File: src/rtl/vmem_host_initiator.sv
// vmem_host_initiator: valid/ready command front end driving one vmem access per command.
// Reads return odata captured RD_LAT cycles after the ren edge on a valid/ready response channel.
// Ports: clk, rst_n (async active-low); cmd_valid/cmd_ready/cmd_we/cmd_addr/cmd_wdata command in;
//   rsp_valid/rsp_ready/rsp_rdata response out; mem_addr/mem_data/mem_ren/mem_wen to memory,
//   mem_odata from memory; busy = not idle.
// Optional VMEM_HOST_CHECK_EN: shadow copy of written data flags the first read mismatch on
//   chk_err/chk_err_addr.
module vmem_host_initiator #(
   parameter int ADDR_W = 4,
   parameter int DATA_W = 8,
   parameter int RD_LAT = 1
) (
   input  logic              clk,
   input  logic              rst_n,
   input  logic              cmd_valid,
   output logic              cmd_ready,
   input  logic              cmd_we,
   input  logic [ADDR_W-1:0] cmd_addr,
   input  logic [DATA_W-1:0] cmd_wdata,
   output logic              rsp_valid,
   input  logic              rsp_ready,
   output logic [DATA_W-1:0] rsp_rdata,
   output logic [ADDR_W-1:0] mem_addr,
   output logic [DATA_W-1:0] mem_data,
   output logic              mem_ren,
   output logic              mem_wen,
   input  logic [DATA_W-1:0] mem_odata,
   output logic              busy
`ifdef VMEM_HOST_CHECK_EN
   ,
   output logic              chk_err,
   output logic [ADDR_W-1:0] chk_err_addr
`endif
);
   typedef enum logic [2:0] {IDLE, WR, RD, WAIT, RSP} state_t;
   state_t            state_q, state_d;
   logic [2:0]        cnt_q, cnt_d;
   logic [ADDR_W-1:0] addr_q, addr_d;
   logic [DATA_W-1:0] data_q, data_d, rdata_q, rdata_d;
   logic              rdy_q, busy_q, vld_q, ren_q, wen_q;
   logic              capture;
   assign capture = (state_q == WAIT) && (cnt_q == 3'd0);
   always_comb begin
      state_d = state_q;
      cnt_d   = cnt_q;
      addr_d  = addr_q;
      data_d  = data_q;
      rdata_d = capture ? mem_odata : rdata_q;
      case (state_q)
         IDLE: if (cmd_valid) begin
            addr_d  = cmd_addr;
            data_d  = cmd_we ? cmd_wdata : data_q;
            state_d = cmd_we ? WR : RD;
         end
         WR:   state_d = IDLE;
         RD: begin
            cnt_d   = 3'(RD_LAT - 1);
            state_d = WAIT;
         end
         WAIT: begin
            cnt_d   = capture ? cnt_q : cnt_q - 3'd1;
            state_d = capture ? RSP : WAIT;
         end
         RSP:  state_d = rsp_ready ? IDLE : RSP;
         default: state_d = IDLE;
      endcase
   end
   // Handshake/pulse outputs are registered decodes of the next state.
   always_ff @(posedge clk or negedge rst_n) begin
      if (!rst_n) begin
         state_q <= IDLE;
         cnt_q   <= '0;
         addr_q  <= '0;
         data_q  <= '0;
         rdata_q <= '0;
         rdy_q   <= 1'b1;
         busy_q  <= 1'b0;
         vld_q   <= 1'b0;
         ren_q   <= 1'b0;
         wen_q   <= 1'b0;
      end else begin
         state_q <= state_d;
         cnt_q   <= cnt_d;
         addr_q  <= addr_d;
         data_q  <= data_d;
         rdata_q <= rdata_d;
         rdy_q   <= state_d == IDLE;
         busy_q  <= state_d != IDLE;
         vld_q   <= state_d == RSP;
         ren_q   <= state_d == RD;
         wen_q   <= state_d == WR;
      end
   end
   assign cmd_ready = rdy_q;
   assign busy      = busy_q;
   assign rsp_valid = vld_q;
   assign rsp_rdata = rdata_q;
   assign mem_addr  = addr_q;
   assign mem_data  = data_q;
   assign mem_ren   = ren_q;
   assign mem_wen   = wen_q;
`ifdef VMEM_HOST_CHECK_EN
   logic [DATA_W-1:0]      shadow_q [2**ADDR_W];
   logic [DATA_W-1:0]      shadow_d [2**ADDR_W];
   logic [2**ADDR_W-1:0]   written_q, written_d;
   logic                   err_q, err_d;
   logic [ADDR_W-1:0]      err_addr_q, err_addr_d;
   always_comb begin
      shadow_d   = shadow_q;
      written_d  = written_q;
      err_d      = err_q;
      err_addr_d = err_addr_q;
      if (state_q == WR) begin
         shadow_d[addr_q]  = data_q;
         written_d[addr_q] = 1'b1;
      end
      // Only the first mismatch is recorded; later ones leave the address alone.
      if (capture && written_q[addr_q] && (mem_odata != shadow_q[addr_q]) && !err_q) begin
         err_d      = 1'b1;
         err_addr_d = addr_q;
      end
   end
   always_ff @(posedge clk or negedge rst_n) begin
      if (!rst_n) begin
         shadow_q   <= '{default: '0};
         written_q  <= '0;
         err_q      <= 1'b0;
         err_addr_q <= '0;
      end else begin
         shadow_q   <= shadow_d;
         written_q  <= written_d;
         err_q      <= err_d;
         err_addr_q <= err_addr_d;
      end
   end
   assign chk_err      = err_q;
   assign chk_err_addr = err_addr_q;
`endif
endmodule

File: config.mk
export PLATFORM = sky130hd
export DESIGN_NAME = vmem_host_initiator
export DESIGN_NICKNAME = d
export VERILOG_FILES = /design/src/rtl/vmem_host_initiator.sv
export SDC_FILE = /design/constraint.sdc
export NUM_CORES = 1
export LEC_CHECK = 0
export CAP_MARGIN = 15
export CORE_ASPECT_RATIO = 1.4
export CORE_MARGIN = 1
export CORE_UTILIZATION = 30
export DETAILED_ROUTE_END_ITERATION = 7
export MAX_ROUTING_LAYER = met4
export SLEW_MARGIN = 20
export SYNTH_ARGS = -nofsm -noshare
export SYNTH_HDL_FRONTEND = slang
export SYNTH_SLANG_ARGS = --single-unit
File: constraint.sdc
create_clock -name clk -period 2.1 [get_ports clk]
set_input_delay 0.63 -clock clk [delete_from_list [all_inputs] [get_ports clk]]
set_output_delay 0.63 -clock clk [all_outputs]
set_load 0.005 [all_outputs]
# After elaboration in Yosys (flattened, before gate mapping)
# Cells that the tools add are included.
# word_totals
regBits	31
out_inout_bits	25
# classes
mux	7
n_addsub	1
reduce_logical	9
eq_ne	7
# op_table
cell	n
$mux W3	4
$pmux W3 S4	1
$eq A3 B2 Y1 const B	3
$logic_not A3 Y1	3
$eq A3 B3 Y1 const B	2
$pmux W3 S2	1
$reduce_and A2 Y1	2
$eq A3 B1 Y1 const B	1
$reduce_and A3 Y1	1
$reduce_bool A3 Y1	1
$sub A3 B1 Y3 const B	1
$mux W2	1
$ne A2 B2 Y1 const B	1
$reduce_bool A2 Y1	1
$logic_and A1 B1 Y1	1

# Logic depth before layout (Yosys ltp)
# Gate-level depths: netlist of run 1.
# logic_depth
word_depth	5
depth_mapped	6

# Worst setup path after synthesis of run 1
# No wires, ideal clock.
# synth_path
path_type	flip-flop to flip-flop
from	reg cnt_q[0]
to	reg rdata_q[0], in the netlist rsp_rdata[0]
t_arrival_ns	1.434
synth_period_minus_slack_ns	1.559
path_stages_with_launch	6
n_path_buf	0
required_time_ns	1.975
slack_ns	0.541
path_cell_list	dfrtp_1 -> inv_1 -> ha_1 -> ha_1 -> nand3_1 -> mux2_2
# synth_via
elab_chain_len	2
# synth_rtl
item	line_no	text
start: declaration	37	logic [2:0] cnt_q, cnt_d;
start signal: assignment	83	cnt_q <= cnt_d;
$logic_not A3 Y1	42	assign capture = (state_q == WAIT) && (cnt_q == 3'd0);
$logic_and A1 B1 Y1	42	
end signal: assignment	86	rdata_q <= rdata_d;
end: declaration	39	logic [DATA_W-1:0] data_q, data_d, rdata_q, rdata_d;
# Every way passes these cells.
# A chain may end at the register's enable or synchronous reset.

# Final worst setup path of run 1
# layout_path
from	reg rdy_q, in the netlist cmd_ready
to	out cmd_ready
# layout_lines
item	line_no	text
start: declaration	40	logic rdy_q, busy_q, vld_q, ren_q, wen_q;
start signal: assignment	76	rdy_q <= 1'b1;
start signal: assignment	87	rdy_q <= state_d == IDLE;
end: declaration	16	output logic cmd_ready,
# No word-level cell between the ends.

==> summary.md, run 1 <==
| Metric | Value |
|---|---|
| Outcome | complete, no violations |
| Syn_nets | around 120 |
| # IOs | 50 |
| Clock root buffer | clkbuf_8 |
| Hold WC Path Type | reg2reg |
| RSZ-0062 raised after global routing | no |
| Unique masters post-synth | 22 |
| Postcts setup bufs | 0 |
| Drt wl/cell | 13.31 µm |
| Min cycle time layout | roughly 1900 ps |
| Synth Warn # | 0 |
| WL final | 2503 µm |
| Setup Total Neg Slack | 0 ps |
| Post-CTS sizing | 0 |
| DIE HEIGHT | 78.53 µm |
| Total track usage | 13.40% |
| Layout Nets | 171 |
| PwrDens | 1355 nW/µm² |
| Async set-or-reset flop fraction in the synthesized netlist | between 90% and 100% |
| Critical Path End Type | primary output |
| Post-synthesis instance total | 88 |
| I/O Buffers | 49 |
| Largest net degree at the start of global routing | 32 |
| CTS clk-pin slew, worst paths | about 70 ps |
| Synth area leader | dfrtp_1 |
| Crit share post-route | 90.99% |
| Relative slew slack | a little under 70% |
| Clock Latency Late Sink | 280 ps |
| Number of global-route vias before repair | 961 |
| Std cell rows | 27 |
| DR vias/cell | 4.691 |
| First-pass GRT wire length | 4395 µm |
| Cts-stage hold buffer count | 0 |
| Top-count cell post-synth | dfrtp_1 |
| Register area share after synthesis | between 60 and 70% |
| DP Wirelength | 1838 µm |
| Hold Vio Cnt, Final | 0 |
| Slew of the pin with the lowest slew margin | roughly 470 ps |
| Initial antenna violation count | 0 |
| P_leak | 0.8146 nW |
| Cells after DPL | 180 |
| Mapped cell area | ~1300 µm² |
| Most used DFF post-synth | dfrtp_1 |
| TritonCTS clock tree | built |
| Die ar. | 4449 µm² |
| Critical Path Start Type | register |
| Initial Util | 31.48% |
| DRC | 0 |
| Layout area overhead | 51.54% |
| Ant diodes | 0 |
| FMAX | 523.3 MHz |
| Drt first pass iters | 4 |
| Clk buf depth | 2 |
| CP Data Arrival Time | 1280 ps |
| Clock Sinks | 31 |
| Worst path cell trace | clkdlybuf4s50_1 |
| Max-cap violations | 0 |
| Fraction of layout cells with a size suffix above 1 | 21.38% |
| Delay-heaviest family, CP | flip-flops |
| CP max stage delay | 520 ps |
| Synthesized area per cell | approximately 14 µm² |
| Via count | 882 |
| Clock Skew | 9.613 ps |
| Final Max Slew Viols | 0 |
| Grt ovf | 0 |
| Endpoints failing setup | 0 |
| IR drop worst, VDD | 0.6030 mV |
| CTS buffer count | 5 |
| Remaining antenna violation count | 0 |
| Die W | approximately 57 µm |
| Core area | 3986 µm² |
| Yosys reg bits | 31 |
| Drt first-iter violations | 30 |
| Most frequent cells after synthesis | dfrtp_1, mux2_2, inv_1, nand2_1 |
| Routability-driven placement congestion ratio | 0.7302 |
| Worst path slowest cell | dfstp_2 |
| Synth area leaders | dfrtp_1, mux2_2, dfstp_2 |
| Worst path bufs/invs | 1 |
| Number of synthesized flops with an enable pin | 0 |
| Maximum level of the CTS H-tree | 2 |
| Critical Path RT | between 1000 and 1500 ps |
| CP Max Fanout | 1 |
| Area share of the largest cell type after synthesis | ~60% |
| Final non-filler cell total | between 150 and 200 |
| CP Class | reg2out |
## logic make-up (layout without fill, tap and decap cells)
logic type	Yosys count	after routing	share of synthesized area (%)
AOI/OAI and AO/OA	10	10	5.683
adders and majority gates	2	2	1.994
buffers and inverters	8	65	3.290
DFF	31	31	61.91
muxes	20	20	17.95
and+or+nand+nor	17	17	9.172
## final timing paths
check | end | slack (ps) | depth (start not counted) | startpoint
worst max-delay path | cmd_ready | 190 | 1 | cmd_ready
worst min-delay path | cnt_q[2] | 490 | 2 | cnt_q[2]
worst max register to register | rsp_rdata[4] | 320 | 5 | cnt_q[0]
worst min register to register | cnt_q[2] | 490 | 2 | cnt_q[2]
max in group asynchronous | cmd_ready | 1060 | 2 | rst_n
min in group asynchronous | mem_wen | 730 | 2 | rst_n
## metal layers
metal / up-vias / GRT usage (%) / part of all wire, %
met1: 429 / 14.92 / 42
met4: 0 / 6.000 / 2.0
met3: 6 / 4.778 / 5.6
met5: - / - / 0
li1: 417 / - / -
met2: 30 / 21.43 / 51
## report_power, final
group	switching, mW	internal [mW]
Combinational	0.302	0.679
Clock	0.208	0.354
Sequential	0.170	0.863
Total	0.680	1.90
## area by class of cell
class                           instances  area (µm²)
Clock buffer                            7       76.32
Timing Repair Buffer                   51       505.5
Clock inverter                          1       30.03
Multi-Input combinational cell         49       436.7
Sequential cell                        31       777.0
Inverter                                6       22.52
Fill cell                             383        2085
Tap cell                               43       53.80
## cells in the final DEF, fill, tap and decap left out
cell type        netlist  layout
nor4_1                 1       1
mux2_2                20      20
nand3_1                1       1
a2bb2oi_1              1       1
nor4b_4                1       1
nand2_1                5       5
clkbuf_8               0       5
a21o_1                 1       1
ha_1                   2       2
bufinv_16              0       1
nor2b_1                3       3
nand2_4                1       1
a21oi_1                1       1
buf_4                  1       2
o221ai_1               2       2
o21ai_0                2       2
nand2b_1               3       3
o31ai_1                2       2
dfstp_2                1       1
or3_1                  2       2
inv_1                  6       6
dfrtp_1               30      30
clkbuf_1               0       2
clkdlybuf4s50_1        0      49
o21a_1                 1       1
## registers in the layout, indices dropped and copies added (netlist names)
name and flops:
mem_addr 4, state_q 3, rsp_valid 1, cmd_ready 1, mem_data 8, mem_ren 1
busy 1, mem_wen 1, cnt_q 3, rsp_rdata 8
## per-stage QoR
step                      hold WS [ps]  util [%]  setup WS, ps  power, mW  cell area, µm²
after floorplan                  334.4         -         541.4      1.442            1255
after global placement           472.7     45.04         51.81      2.015            1795
after detailed placement         482.1     45.04         41.91      2.034            1795
after CTS                        494.7     47.71         179.4      2.613            1902
after global routing             519.4     47.71         155.2      2.739            1902
final                            487.8     47.71         189.1      2.577            1902
Note: power is estimated with default switching activity, not from simulation.
==> run 2, diff against run 1 <==
CTS_CLUSTER_SIZE = 20   (was default)
==> results of run 2 <==
The final DEF is identical to that of run 1; final timing and power are the same.
